[config.mk]
export PLATFORM = sky130hd
export DESIGN_NAME = reg_write_arbiter
export DESIGN_NICKNAME = d
export VERILOG_FILES = /design/src/rtl/reg_write_arbiter.sv
export SDC_FILE = /design/constraint.sdc
export NUM_CORES = 1
export LEC_CHECK = 0
export BUFFER_PORTS_ARGS = -buffer_cell sky130_fd_sc_hd__buf_2
export CORE_MARGIN = 8
export CORE_UTILIZATION = 32
export DETAILED_ROUTE_END_ITERATION = 8
export SLEW_MARGIN = 40
export SYNTH_ARGS = -nofsm -noshare
export SYNTH_HDL_FRONTEND = slang
export SYNTH_SLANG_ARGS = --single-unit
[constraint.sdc]
create_clock -name clk -period 2.9 [get_ports clk]
set_input_delay 0.435 -clock clk [delete_from_list [all_inputs] [get_ports clk]]
set_output_delay 0.435 -clock clk [all_outputs]
set_load 0.01 [all_outputs]
[src/rtl/reg_write_arbiter.sv]
// Round-robin arbiter for the shared register-file write port.
// One grant per cycle; enables and data are registered toward the array.
module reg_write_arbiter #(
  parameter int unsigned WIDTH = 64,
  parameter int unsigned NREG  = 32,
  parameter int unsigned AW    = 5,
  parameter int unsigned NREQ  = 3
) (
  input  logic                  clk,
  input  logic                  reset,
  input  logic                  stall,
  input  logic [NREQ-1:0]       req,
  input  logic [NREQ*AW-1:0]    req_addr,
  input  logic [NREQ*WIDTH-1:0] req_data,
  output logic [NREQ-1:0]       ack,
  output logic [NREG-1:0]       wr_en,
  output logic [WIDTH-1:0]      wr_data,
  output logic                  pend_valid,
  output logic [AW-1:0]         pend_addr
);

  localparam int unsigned PW       = (NREQ > 1) ? $clog2(NREQ) : 1;
  localparam int unsigned ZERO_IDX = NREG - 1;

  logic [PW-1:0]    rr_ptr_q,     rr_ptr_d;
  logic [NREG-1:0]  wr_en_q,      wr_en_d;
  logic [WIDTH-1:0] wr_data_q,    wr_data_d;
  logic             pend_valid_q, pend_valid_d;
  logic [AW-1:0]    pend_addr_q,  pend_addr_d;

  logic [AW-1:0]    addr_a [NREQ];
  logic [WIDTH-1:0] data_a [NREQ];

  logic             grant_vld;
  logic [PW-1:0]    grant_idx;
  logic [NREQ-1:0]  ack_c;
  logic [31:0]      scan_idx;
  logic [AW-1:0]    grant_addr;
  logic             grant_real;

  // Unpack the flattened request buses
  always_comb begin
    for (int unsigned i = 0; i < NREQ; i++) begin
      addr_a[i] = req_addr[i*AW +: AW];
      data_a[i] = req_data[i*WIDTH +: WIDTH];
    end
  end

  // First requester at or after rr_ptr (wrapping) wins; nothing while reset/stall
  always_comb begin
    grant_vld = 1'b0;
    grant_idx = '0;
    scan_idx  = '0;
    ack_c     = '0;
    if (!reset && !stall) begin
      for (int unsigned k = 0; k < NREQ; k++) begin
        scan_idx = (32'(rr_ptr_q) + k) % NREQ;
        if (!grant_vld && req[scan_idx]) begin
          grant_vld = 1'b1;
          grant_idx = PW'(scan_idx);
        end
      end
    end
    if (grant_vld) begin
      ack_c = NREQ'(1) << grant_idx;
    end
  end

  assign ack = ack_c;

  // Zero register and out-of-range indices are consumed without an enable
  always_comb begin
    grant_addr = addr_a[grant_idx];
    grant_real = (32'(grant_addr) < ZERO_IDX);
  end

  always_comb begin
    rr_ptr_d     = rr_ptr_q;
    wr_en_d      = '0;
    wr_data_d    = wr_data_q;
    pend_valid_d = 1'b0;
    pend_addr_d  = pend_addr_q;
    if (grant_vld) begin
      rr_ptr_d    = (32'(grant_idx) == NREQ - 1) ? '0 : grant_idx + PW'(1);
      wr_data_d   = data_a[grant_idx];
      pend_addr_d = grant_addr;
      if (grant_real) begin
        wr_en_d      = NREG'(1) << grant_addr;
        pend_valid_d = 1'b1;
      end
    end
  end

  always_ff @(posedge clk) begin
    if (reset) begin
      rr_ptr_q     <= '0;
      wr_en_q      <= '0;
      wr_data_q    <= '0;
      pend_valid_q <= 1'b0;
      pend_addr_q  <= '0;
    end else begin
      rr_ptr_q     <= rr_ptr_d;
      wr_en_q      <= wr_en_d;
      wr_data_q    <= wr_data_d;
      pend_valid_q <= pend_valid_d;
      pend_addr_q  <= pend_addr_d;
    end
  end

  assign wr_en      = wr_en_q;
  assign wr_data    = wr_data_q;
  assign pend_valid = pend_valid_q;
  assign pend_addr  = pend_addr_q;

endmodule
Yosys cells after proc, flatten, opt, wreduce, memory -nomap -nowiden --
Cells that the tools add are included.
Operators by class: $add $sub $neg 3, div/mod/pow operators 3, magnitude comparators 5, equality and inequality tests 1, shifts and indexed selects 2, multiplexer cells 25, bitwise logic cells 3, reductions and logical operators 9
Operators by type and width (number):
- 64-bit binary-select mux with 2-bit select | 1
- 64-bit 2-to-1 mux | 2
- 32-bit by 3-bit < comparator with 1-bit output (second input constant) | 3
- 32-bit by 2-bit remainder unit with 32-bit output (second input constant) | 2
- 2-bit by 2-bit remainder unit with 32-bit output (second input constant) | 1
- 1-bit by 5-bit left shift with 32-bit output (first input constant) | 1
- 5-bit binary-select mux with 2-bit select | 1
- 1-bit 2-to-1 mux | 10
- 2-bit 2-to-1 mux | 5
- 5-bit 2-to-1 mux | 2
- 1-bit binary-select mux with 2-bit select | 3
- 5-bit < comparator (second input constant) | 1
- 1-bit logical NOT | 4
- 2-bit by 1-bit adder with 3-bit output (second input constant) | 1
- 2-bit by 2-bit adder with 3-bit output (second input constant) | 1
- 3-bit >= comparator (second input constant) | 1
- 1-bit logical AND | 3
- 3-bit 2-to-1 mux | 1
- 2-bit inverter with 3-bit output | 1
- 3-bit OR reduction | 1
- 1-bit by 2-bit left shift with 3-bit output (first input constant) | 1
- 2-bit by 1-bit adder with 2-bit output (second input constant) | 1
- 2-bit == test (second input constant) | 1
- 1-bit inverter | 2
- 2-bit OR reduction | 1
Word-level totals: register bits after elaboration 104, input port bits 213, output and inout bits 105, logic and storage cells 56

Logic depth before layout (Yosys ltp) --
depth in word-level cells 20, mapped depth 13

Worst setup path before layout --
Ideal clock, no wire load.
path type flip-flop to flip-flop, from register rr_ptr_q[0], to register wr_en_q[21] (netlist: wr_en[21]), arrival time 2.474 ns, slack 0.295 ns, stages on the path, launching flop included 13, path buffers 3, cell sequence dfxtp_1 > inv_1 > ha_1 > buf_6 > mux2i_1 > o221ai_2 > o32a_2 > or3_1 > o311ai_4 > or2_1 > buf_6 > buf_6 > nor3_1
Between the ends: longest elaborated chain between the ends 20, elaborated cells between the ends (all ways) 34, classes of those cells add/sub: 2; div: 3; order compare: 1; shift: 1; mux: 19; bitwise: 3; reduce/logical: 5
Ends and longest elaborated chain:
- start, declared | line 25 | logic [PW-1:0] rr_ptr_q, rr_ptr_d;
- start signal, assigned | line 102 | rr_ptr_q <= rr_ptr_d;
- branches (longest 20 deep; another with 32-bit by 2-bit remainder unit with 32-bit output)
- end signal, assigned | line 103 | wr_en_q <= wr_en_d;
- end, declared | line 26 | logic [NREG-1:0] wr_en_q, wr_en_d;
Several ways; the timed one is not identified. The select of a mux whose other input is x is not followed. A chain may end at the register's enable or synchronous reset.

Final worst setup path --
from register rr_ptr_q[0], to output ack[0]
Between the ends: longest elaborated chain between the ends 15, elaborated cells between the ends (all ways) 27, classes of those cells add/sub: 2; div: 3; shift: 1; mux: 17; reduce/logical: 4
Ends and longest elaborated chain:
- branches (longest 14 deep; another with 32-bit by 2-bit remainder unit with 32-bit output)
- 3-bit 2-to-1 mux * | line 64 | if (grant_vld) begin
- end, declared | line 15 | output logic [NREQ-1:0] ack,
Mark *: on every way between the ends. The select of a mux whose other input is x is not followed.

==> results by group <==
Job
  • Max cap viols: 0

Global routing
  • First-pass GRT wire length: 28900 um
  • Maximum number of pins on one net before global-route repair: 70
  • Most heavily used metal layer in global routing: met2
  • Met1 track demand over resource in global routing: 21.6%
  • Global Route met2 Usage: 33.1%
  • Gr usage total: 19.3%
  • Via count of the first global-routing pass: 5643
  • Global-route congestion overflow total: 0
  • Global-route met3 utilization: 6.71%
  • Number of antenna violations at the first check in global routing: 1

Cells and area
  • Antenna Diode Count: 0
  • Number of nets in the final layout: 1039
  • FILL cells: 1430
  • Register cell area after layout: 0.00209 sq mm
  • Final standard cell utilization of the core: 48.9%
  • Area of the multi-input gates: 0.00252 sq mm
  • Fraction of final layout cells with drive strength greater than 1: 51.6%
  • Post-layout instance count excluding filler cells: 1011
  • Area Growth Syn to Fin: 49.8%

Timing
  • Max transition margin: 63.1%
  • Worst clock skew: 0.00702 ns
  • Endpoints failing hold: 0
  • Pins over their slew limit: 0
  • Final period util: 96.8%
  • Maximum clock rate: 356 MHz
  • Final worst path period need: 2.81 ns
  • Number of setup violations in the final report: 0
  • Slew @ Worst Pin: 0.551 ns

Hold path
  • Worst min-delay path class: primary input to register

Synth
  • Sequential share of the synthesized area: 43.9%
  • Ranking of synthesized cells by instance count: 104 x dfxtp_1, 66 x a21oi_1, 43 x nand3_1
  • Number of synthesis warnings: 0
  • Most used flip-flop cell after synthesis: dfxtp_1
  • Post-synthesis area per instance: 9.14 sq um
  • Library cell with the largest summed area after synthesis: dfxtp_1
  • Count of distinct cell types in the synthesized netlist: 59
  • #FFs+latches synth: 104
  • Mapped Area: 0.00474 sq mm
  • Share of synthesized registers carrying an async set or reset: 0%
  • Cells after Synth: 519
  • Area share of the largest cell type after synthesis: 43.9%
  • Number of synthesized flops with an enable pin: 0
  • Net count of the mapped netlist: 736
  • Most area-consuming cells after synthesis: dfxtp_1 44%, a21oi_1 7.0%, a222oi_1 6.5%
  • Most instantiated library cell after synthesis: dfxtp_1

Floorplan
  • Number of placement rows: 44
  • Die Ht: 138 um
  • Core box area: 0.0145 sq mm
  • Die X: 138 um
  • Top-level I/O count: 318
  • Effective utilization at floorplan: 32.6%
  • Die area: 0.0190 sq mm

Pwr
  • Standby leakage power: 3.30 nW
  • Total net switching power: 1.16 mW
  • Part of the total power dissipated in sequential elements: 39.8%
  • Portion of total power attributed to combinational logic: 25.8%
  • Maximum resistive drop on vdd: 312 uV
  • Net switching share of the total power: 28.6%
  • Internal power: 2.91 mW
  • Share of total power in the clock network: 34.5%
  • Power density relative to cell area: 573 mW/mm^2

Critical path
  • Slowest cell on the critical path: dfxtp_4
  • Critical path start-end classification: register to primary output
  • Startpoint type of the worst setup path: register
  • Critical path endpoint category: primary output
  • Required time worst endpoint: 2.47 ns
  • Crit Path Max Fanout: 16
  • Worst path max stage delay: 0.36 ns
  • Critical path data arrival time: 2.37 ns
  • Top Family by Delay on Critical Path: compound AO/OA/AOI/OAI gates
  • Buffers and inverters on the worst path: 4
  • Critical path cell sequence: inv_2 > ha_4 > mux2i_4 > o221ai_4 > o21a_4 > nand2_2 > inv_6 > buf_12 > nor3_4 > buf_6

Placement
  • Port Buf Inserts: 317
  • HPWL after detailed placement: 15100 um
  • Cell Count Post-Placement: 987
  • Final estimated routing congestion in global placement: 0.887

Outcome
  • Status: finished, final reports clean

Routing
  • Number of design-rule violations left by the first detailed-router iteration: 386
  • Post-detailed-routing wire length: 19600 um
  • Total via count in the routed design: 5490
  • Drt pass-1 iters: 7
  • Antenna-violating nets left: 0
  • Number of DRC violations after detailed routing: 0
  • Average routed wire per standard cell: 19.3 um
  • Avg Vias per Cell: 5.43

Clock tree
  • Clock root buffer: clkbuf_16
  • Clock latency reported for the late side of the worst-skew pair: 0.35 ns
  • Clock Pin Slew Worst Setup and Hold Paths: 0.07 ns
  • Clock Tree Buf Depth: 2
  • Number of buffers added by the clock tree synthesis step: 9
  • Clock sink count: 104
  • TritonCTS clock tree: yes
  • H-Tree Depth: 3
worst reg2reg max path, delay by kind of cell, from the launching register on:
| family | cells | cell delay (ns) |
|---|---|---|
| AO/OA/AOI/OAI | 3 | 0.64 |
| AND/OR/NAND/NOR | 3 | 0.64 |
| buffers and inverters | 4 | 0.45 |
| flip-flops | 1 | 0.38 |
| adder cells (fa/ha/maj) | 1 | 0.31 |
| multiplexers | 1 | 0.23 |
layer usage:
| layer | share of wire [%] | routed length (um) |
|---|---|---|
| met1 | 37 | 7220 |
| met2 | 50 | 9840 |
| met3 | 11 | 2100 |
| met4 | 2.0 | 382 |
| met5 | 0.051 | 10 |
layout by cell type (no fill, tap or decap), drive strengths merged, types with 17 or more instances in the layout:
cell type,count
a22oi,33
nor3,17
a31o,31
buf,342
dfxtp,104
a222oi,31
nand2,38
nand3,43
a21oi,66
nor2,22
power by group through the flow:
stage	Clock (mW)	Sequential, mW	Combinational [mW]
after detailed placement	0	1.65	0.987
after global routing	1.51	1.63	1.14
final	1.40	1.62	1.05
after global placement	0	1.65	0.967
after floorplan	0	1.70	0.502
after CTS	1.45	1.62	1.01
stage by stage:
| stage | setup TNS [ns] | hold WS, ns | power (mW) | cell area (sq um) | setup WS, ns |
|---|---|---|---|---|---|
| finish | 0 | 0.299 | 4.07 | 7110 | 0.0926 |
| global route | -0.0375 | 0.294 | 4.28 | 7110 | -0.0375 |
| CTS | 0 | 0.280 | 4.07 | 6940 | 0.000528 |
| detailed placement | 0 | 0.458 | 2.63 | 6500 | 0.0800 |
| global placement | 0 | 0.452 | 2.61 | 6500 | 0.202 |
| floorplan | 0 | 0.475 | 2.20 | 4740 | 0.295 |
flip-flops by register name, indices dropped and copies added (netlist names):
name and cells:
pend_valid 1, wr_en 32, rr_ptr_q 2, pend_addr 5, wr_data 64
path summary, 6_finish.rpt:
kind | startpoint | endpoint | slack, ns | depth (start not counted)
worst max-delay path | rr_ptr_q[0]$_SDFFE_PP0P_ | ack[0] | 0.09 | 10
worst min-delay path | req_data[109] | wr_data[45]$_SDFFE_PP0P_ | 0.30 | 3
worst max register to register | rr_ptr_q[0]$_SDFFE_PP0P_ | wr_en[29]$_SDFF_PP0_ | 0.16 | 12
worst min register to register | pend_addr[4]$_SDFFE_PP0P_ | pend_addr[4]$_SDFFE_PP0P_ | 0.46 | 2
final cells by class:
class                   count  area share (%)
clock buffers              10            3.36
clock inverters             6            1.60
inverters                   9           0.616
multi-input cells         355            35.5
flip-flops and latches    104            29.4
well taps                 184            3.24
repair buffers            343            26.3
cell families after synthesis:
group	Yosys count	share of synthesized area (%)
muxes	5	1.13
AOI/OAI and AO/OA	207	33.1
buffers and inverters	60	6.01
DFF	104	43.9
other	1	0.0790
adders and majority gates	4	1.05
and+or+nand+nor	138	14.7
what timing repair did:
item	CTS	global route
gates cloned	1	0
resized for setup	7	28
setup endpoints to repair	3	43
pin swaps	4	10
buffers inserted	3	4
hold buffers	0	0
No activity file was read; power rests on OpenSTA's default activity.
